$ cat src/rtl/exec_pkg.sv
// Shared types for the sequential execution unit: opcode and FSM state
// encodings plus the bit positions of the {Z,N,C,V} flag vector.
package exec_pkg;

    typedef enum logic [2:0] {
        OP_LDI  = 3'b000,
        OP_ADD  = 3'b001,
        OP_SUB  = 3'b010,
        OP_MUL  = 3'b011,
        OP_IMUL = 3'b100,
        OP_AND  = 3'b101,
        OP_XOR  = 3'b110,
        OP_CMP  = 3'b111
    } op_t;

    typedef enum logic [1:0] {
        S_IDLE = 2'd0,
        S_EXEC = 2'd1,
        S_MULT = 2'd2,
        S_WB   = 2'd3
    } state_t;

    localparam int unsigned FLAG_Z = 3;
    localparam int unsigned FLAG_N = 2;
    localparam int unsigned FLAG_C = 1;
    localparam int unsigned FLAG_V = 0;

    function automatic logic is_mul_op(input op_t op);
        return (op == OP_MUL) || (op == OP_IMUL);
    endfunction

endpackage

$ cat src/rtl/seq_multiplier.sv
// Iterative shift-add multiplier: one partial product per cycle over the
// operand magnitudes, with the sign restored on the final product.
// busy rises on the start edge and falls after DW steps; result is then
// stable until the next start.
module seq_multiplier #(
    parameter int DW = 8
) (
    input  logic              clk,
    input  logic              rst,
    input  logic              start,
    input  logic              is_signed,
    input  logic [DW-1:0]     a,
    input  logic [DW-1:0]     b,
    output logic              busy,
    output logic [2*DW-1:0]   result
);

    localparam int CW = $clog2(DW + 1);

    logic [DW-1:0]   mcand;
    logic [2*DW-1:0] prod;
    logic            neg;
    logic [CW-1:0]   step;
    logic [DW:0]     sum;

    function automatic logic [DW-1:0] mag(input logic [DW-1:0] x, input logic s);
        return (s && x[DW-1]) ? (DW'(0) - x) : x;
    endfunction

    // Upper half plus the multiplicand when the current multiplier bit is set.
    always_comb begin
        sum = {1'b0, prod[2*DW-1:DW]} + {1'b0, (prod[0] ? mcand : '0)};
    end

    // Load magnitudes on start, then add-and-shift right once per cycle.
    always_ff @(posedge clk or posedge rst) begin
        if (rst) begin
            mcand <= '0;
            prod  <= '0;
            neg   <= 1'b0;
            step  <= '0;
            busy  <= 1'b0;
        end else if (start) begin
            mcand <= mag(a, is_signed);
            prod  <= {{DW{1'b0}}, mag(b, is_signed)};
            neg   <= is_signed && (a[DW-1] ^ b[DW-1]);
            step  <= '0;
            busy  <= 1'b1;
        end else if (busy) begin
            prod <= {sum, prod[DW-1:1]};
            step <= step + 1'b1;
            if (step == CW'(DW - 1)) begin
                busy <= 1'b0;
            end
        end
    end

    assign result = neg ? ((2*DW)'(0) - prod) : prod;

endmodule

$ cat src/rtl/seq_exec_unit.sv
// Sequential execution unit: single-issue register machine with an ALU
// retiring in one cycle and an optional multi-cycle multiplier.
// Build option: define EXEC_MUL_EN to implement MUL/IMUL; otherwise both
// opcodes retire as illegal with no register or flag update.
module seq_exec_unit
    import exec_pkg::*;
#(
    parameter int  DW    = 8,
    parameter int  NREGS = 8,
    localparam int RW    = $clog2(NREGS),
    localparam int IW    = 3 + 3*RW
) (
    input  logic          clk,
    input  logic          rst,
    input  logic          in_valid,
    output logic          in_ready,
    input  logic [IW-1:0] instr,
    output logic          done,
    output logic          illegal,
    output logic [3:0]    flags,
    input  logic [RW-1:0] dbg_addr,
    output logic [DW-1:0] dbg_data
);

    state_t state_q, state_d;

    logic [DW-1:0] regs [NREGS];

    op_t           in_op;
    logic [RW-1:0] in_rd, in_rs1, in_rs2;
    logic          accept;

    op_t             op_q;
    logic [RW-1:0]   rd_q;
    logic [DW-1:0]   a_q, b_q;
    logic [2*RW-1:0] imm_q;
    logic [DW-1:0]   imm_ext;

    logic [DW:0]   sum_w, diff_w;
    logic [DW-1:0] res;
    logic          wr_en, fl_en, done_d, ill_d;
    logic          c_f, v_f, cmp;
    logic [3:0]    fl_d;

`ifdef EXEC_MUL_EN
    localparam int CW = $clog2(DW + 1);
    logic [CW-1:0]   cnt_q;
    logic            mul_start, mul_busy;
    logic [2*DW-1:0] mul_result;
    logic [DW-1:0]   mul_hi;
`endif

    assign in_op  = op_t'(instr[IW-1 -: 3]);
    assign in_rd  = instr[3*RW-1:2*RW];
    assign in_rs1 = instr[2*RW-1:RW];
    assign in_rs2 = instr[RW-1:0];

    assign in_ready = (state_q == S_IDLE);
    assign accept   = in_valid && in_ready;

    assign imm_ext = DW'(imm_q);
    assign sum_w   = {1'b0, a_q} + {1'b0, b_q};
    assign diff_w  = {1'b0, a_q} - {1'b0, b_q};

    assign dbg_data = regs[dbg_addr];

`ifdef EXEC_MUL_EN
    assign mul_start = accept && is_mul_op(in_op);
    assign mul_hi    = mul_result[2*DW-1:DW];

    seq_multiplier #(
        .DW (DW)
    ) u_mult (
        .clk       (clk),
        .rst       (rst),
        .start     (mul_start),
        .is_signed (in_op == OP_IMUL),
        .a         (regs[in_rs1]),
        .b         (regs[in_rs2]),
        .busy      (mul_busy),
        .result    (mul_result)
    );

    // Cycle counter pacing the stay in MULT to exactly DW cycles.
    always_ff @(posedge clk or posedge rst) begin
        if (rst) begin
            cnt_q <= '0;
        end else if (state_q == S_MULT) begin
            cnt_q <= (cnt_q == CW'(DW - 1)) ? '0 : cnt_q + 1'b1;
        end else begin
            cnt_q <= '0;
        end
    end
`endif

    // FSM state register.
    always_ff @(posedge clk or posedge rst) begin
        if (rst) begin
            state_q <= S_IDLE;
        end else begin
            state_q <= state_d;
        end
    end

    // Next state, ALU result, flag computation and retirement controls.
    always_comb begin
        state_d = state_q;
        done_d  = 1'b0;
        ill_d   = 1'b0;
        wr_en   = 1'b0;
        fl_en   = 1'b0;
        res     = '0;
        c_f     = 1'b0;
        v_f     = 1'b0;
        cmp     = 1'b0;

        case (state_q)
            S_IDLE: begin
                if (in_valid) begin
`ifdef EXEC_MUL_EN
                    state_d = is_mul_op(in_op) ? S_MULT : S_EXEC;
`else
                    state_d = S_EXEC;
`endif
                end
            end
            S_EXEC: begin
                state_d = S_IDLE;
                done_d  = 1'b1;
                wr_en   = 1'b1;
                fl_en   = 1'b1;
                case (op_q)
                    OP_LDI: res = imm_ext;
                    OP_ADD: begin
                        res = sum_w[DW-1:0];
                        c_f = sum_w[DW];
                        v_f = (a_q[DW-1] == b_q[DW-1]) && (sum_w[DW-1] != a_q[DW-1]);
                    end
                    OP_SUB: begin
                        res = diff_w[DW-1:0];
                        c_f = diff_w[DW];
                        v_f = (a_q[DW-1] != b_q[DW-1]) && (diff_w[DW-1] != a_q[DW-1]);
                    end
                    OP_AND: res = a_q & b_q;
                    OP_XOR: res = a_q ^ b_q;
                    OP_CMP: begin
                        wr_en = 1'b0;
                        cmp   = 1'b1;
                    end
                    // Multiply opcodes only reach EXEC when no multiplier is built.
                    default: begin
                        wr_en = 1'b0;
                        fl_en = 1'b0;
                        ill_d = 1'b1;
                    end
                endcase
            end
`ifdef EXEC_MUL_EN
            S_MULT: begin
                if (cnt_q == CW'(DW - 1)) begin
                    state_d = S_WB;
                end
            end
            S_WB: begin
                if (!mul_busy) begin
                    state_d = S_IDLE;
                    done_d  = 1'b1;
                    wr_en   = 1'b1;
                    fl_en   = 1'b1;
                    res     = mul_result[DW-1:0];
                    v_f     = (op_q == OP_IMUL) ? (mul_hi != {DW{mul_result[DW-1]}})
                                                : (mul_hi != '0);
                end
            end
`endif
            default: state_d = S_IDLE;
        endcase

        fl_d         = '0;
        fl_d[FLAG_Z] = cmp ? (a_q == b_q) : (res == '0);
        fl_d[FLAG_N] = cmp ? ($signed(a_q) < $signed(b_q)) : res[DW-1];
        fl_d[FLAG_C] = cmp ? (a_q < b_q) : c_f;
        fl_d[FLAG_V] = v_f;
    end

    // Instruction capture at accept, flag register and retirement pulses.
    always_ff @(posedge clk or posedge rst) begin
        if (rst) begin
            op_q    <= OP_LDI;
            rd_q    <= '0;
            a_q     <= '0;
            b_q     <= '0;
            imm_q   <= '0;
            flags   <= '0;
            done    <= 1'b0;
            illegal <= 1'b0;
        end else begin
            done    <= done_d;
            illegal <= ill_d;
            if (accept) begin
                op_q  <= in_op;
                rd_q  <= in_rd;
                a_q   <= regs[in_rs1];
                b_q   <= regs[in_rs2];
                imm_q <= {in_rs1, in_rs2};
            end
            if (fl_en) begin
                flags <= fl_d;
            end
        end
    end

    // Register file write port.
    always_ff @(posedge clk or posedge rst) begin
        if (rst) begin
            for (int unsigned i = 0; i < NREGS; i++) begin
                regs[i] <= '0;
            end
        end else if (wr_en) begin
            regs[rd_q] <= res;
        end
    end

endmodule
$ cat config.mk
export PLATFORM = sky130hd
export DESIGN_NAME = seq_exec_unit
export DESIGN_NICKNAME = d
export VERILOG_FILES = /design/src/rtl/exec_pkg.sv /design/src/rtl/seq_multiplier.sv /design/src/rtl/seq_exec_unit.sv
export SDC_FILE = /design/constraint.sdc
export NUM_CORES = 1
export LEC_CHECK = 0
export ABC_AREA = 0
export BUFFER_PORTS_ARGS = -buffer_cell sky130_fd_sc_hd__buf_2
export CAP_MARGIN = 20
export CORE_ASPECT_RATIO = 0.8
export CORE_UTILIZATION = 60
export CTS_CLUSTER_DIAMETER = 60
export DETAILED_ROUTE_END_ITERATION = 10
export PLACE_DENSITY = 0.78
export SLEW_MARGIN = 20
export SYNTH_ARGS = -nofsm -noshare
export SYNTH_HDL_FRONTEND = slang
export SYNTH_SLANG_ARGS = --single-unit
$ cat constraint.sdc
create_clock -name clk -period 6.6 [get_ports clk]
set_input_delay 1.32 -clock clk [delete_from_list [all_inputs] [get_ports clk]]
set_output_delay 1.32 -clock clk [all_outputs]
set_load 0.01 [all_outputs]
==> impl_metrics.env <==
export IMPL_ys_types=68
export IMPL_start_util_pct=61.9
export IMPL_via_per_inst=6.93
export IMPL_nNetsFinal=559
export IMPL_clock_sinks=99
export IMPL_hold_viol=0
export IMPL_cts_root_buf="clkbuf_16"
export IMPL_drc=0
export IMPL_finalMaxSlewViolations=0
export IMPL_rows=33
export IMPL_synth_most_common_cell="dfrtp_1"
export IMPL_async_flop_share_pct=100
export IMPL_crit_path_frequent_cell="buf_2"
export IMPL_h_tree_depth=3
export IMPL_num_vias=4620
export IMPL_stdcell_count=667
export IMPL_drive_gt1_share_pct=37.4
export IMPL_avgSynthCellArea_um2=12.4
export IMPL_worstSetupPathType="in2out"
export IMPL_skew_ns=0.00811
export IMPL_fin_setup_tns_ns=0
export IMPL_path_max_fanout=16
export IMPL_ys_seq_area_share_pct=38.9
export IMPL_ant_nets=0
export IMPL_ir_drop_mv=0.221
export IMPL_cts_hold_buf=0
export IMPL_grt_pass1_wl_mm=24.7
export IMPL_critical_path_buf_inv_count=2
export IMPL_path_delay_family="multiplexers"
export IMPL_cts_tree="done"
export IMPL_cts_setup_buffers=0
export IMPL_cts_buffers=9
export IMPL_pin_count=33
export IMPL_path_clk_slew_ns=0.07
export IMPL_synth_top_flop_cell="dfrtp_1"
export IMPL_crit_path_start_kind="input port"
export IMPL_fin_crit_sh_pct=62.0
export IMPL_p_leak_uw=0.00305
export IMPL_synth_edf_count=0
export IMPL_dieArea_um2=11000
export IMPL_yosysTopAreaCell="dfrtp_1"
export IMPL_dpl_hpwl_mm=10.6
export IMPL_synth_area_um2=6370
export IMPL_grt_max_degree=70
export IMPL_numPlacedInstances=652
export IMPL_timing_final_crit_period_ns=4.09
export IMPL_final_area_um2=6820
export IMPL_antenna_cells=0
export IMPL_synth_top_area_share_pct=38.9
export IMPL_hp_class="reg2reg"
export IMPL_grt_usage_pct=31.1
export IMPL_drtIter0Drc=433
export IMPL_finalWeightedCongestion=0.901
export IMPL_end_kind="output port"
export IMPL_worstPathArrival_ns=2.77
export IMPL_syn_inst=514
export IMPL_grt_overflow_total=0
export IMPL_p_per_area_nw_per_um2=413
export IMPL_design_core_area_um2=10300
export IMPL_tightest_slew_ns=0.983
export IMPL_die_y_um=94.1
export IMPL_cp_cell_sequence="buf_2, mux4_2, mux2_2, buf_2"
export IMPL_io_buffers=32
export IMPL_routed_wirelength_mm=15.6
export IMPL_drtPass1Iterations=5
export IMPL_post_drt_wl_per_cell_um=23.4
export IMPL_synth_seq_cells=99
export IMPL_slowest_stage="mux4_2"
export IMPL_die_w_um=117
export IMPL_clockBufferDepth=2
export IMPL_maxCapViolCount=0
export IMPL_maxSlewHeadroom_pct=34.1
export IMPL_syn_to_final_growth_pct=7.17
export IMPL_cts_resized=0
export IMPL_setup_viol=0
export IMPL_status="completed"
export IMPL_synth_nets=550
export IMPL_rsz0062_at_grt="false"
export IMPL_synthTopCellsByArea="dfrtp_1 39%, mux4_2 17%, mux2_2 15%"
export IMPL_max_freq_mhz=244
export IMPL_max_stage_delay_ns=0.58
export IMPL_synth_common_cells="99 x dfrtp_1, 84 x mux2_2, 48 x mux4_2"
export IMPL_required_ns=5.28
export IMPL_insertion_delay_ns=0.34
export IMPL_grt_pass1_vias=4562
export IMPL_ys_warn_count=0
export IMPL_placed_area_um2=6520
export IMPL_antenna_found_initial=0
layout make-up:
type | count | area [µm²]
Sequential cell | 99 | 2480
Timing Repair Buffer | 34 | 175
Inverter | 18 | 70.1
Multi-Input combinational cell | 361 | 3620
Clock buffer | 10 | 239
Clock inverter | 5 | 61.3
Tap cell | 140 | 175
Fill cell | 748 | 3460
state kept, by name, summed over array words and instances (netlist names):
signal   count
a_q          8
imm_q        6
illegal      1
regs        64
done         1
flags        4
rd_q         3
b_q          8
state_q      1
op_q         3
worst paths after layout:
kind	start	end	slack, ns	cells past startpoint
worst min register to register	state_q[0]	done	0.48	0
worst max register to register	op_q[2]	flags[3]	3.62	7
min in group asynchronous	rst	state_q[0]	0.96	2
max in group asynchronous	rst	a_q[3]	4.44	3
worst min-delay path	state_q[0]	done	0.48	0
worst max-delay path	dbg_addr[0]	dbg_data[7]	2.51	4
where the power goes:
part	leakage, µW	internal (µW)	switching, µW	total (µW)
logic	0.00159	610	642	1250
registers	0.00131	807	227	1030
clock network	0.000149	305	228	532
total	0.00305	1720	1100	2820
cell usage in the layout, fill, tap and decap left out, types with 8 or more instances in the layout:
| cell type | count |
|---|---|
| ha_1 | 16 |
| mux4_2 | 48 |
| a21oi_1 | 10 |
| inv_1 | 16 |
| clkbuf_16 | 9 |
| o21ai_0 | 25 |
| mux2_2 | 84 |
| nand3_1 | 8 |
| nand2_1 | 35 |
| nor2_1 | 22 |
| mux2i_1 | 18 |
| dfrtp_1 | 99 |
| buf_2 | 32 |
cells by family (layout without fill, tap and decap cells):
logic type / after synthesis / in the layout / share of synthesized area, %
flip-flops: 99 / 99 / 38.9
multiplexers: 151 / 151 / 34.9
XOR/XNOR: 7 / 7 / 0.963
adder cells (fa/ha/maj): 18 / 18 / 3.77
AO/OA/AOI/OAI: 76 / 76 / 8.35
AND/OR/NAND/NOR: 109 / 109 / 8.94
buffers and inverters: 54 / 67 / 4.15
metrics by stage:
stage | worst slack (ns) | power (µW) | hold slack, ns | utilization (%)
final | 2.51 | 2820 | 0.482 | 66.4
after global routing | 2.44 | 2980 | 0.525 | 66.4
after CTS | 2.50 | 2800 | 0.475 | 66.4
after detailed placement | 2.50 | 2260 | 0.460 | 63.4
after global placement | 2.54 | 2190 | 0.458 | 63.4
after floorplan | 2.48 | 1950 | 0.417 | -
layer usage:
layer  vias up  wire [µm]  global-route usage [%]
met5         -          0                       0
met4         0        408                    10.1
met3        45       1170                    6.71
met2       262       7680                    48.2
met1      2354       6340                    43.6
li1       1959          -                       -
Note: power is estimated with default switching activity, not from simulation.
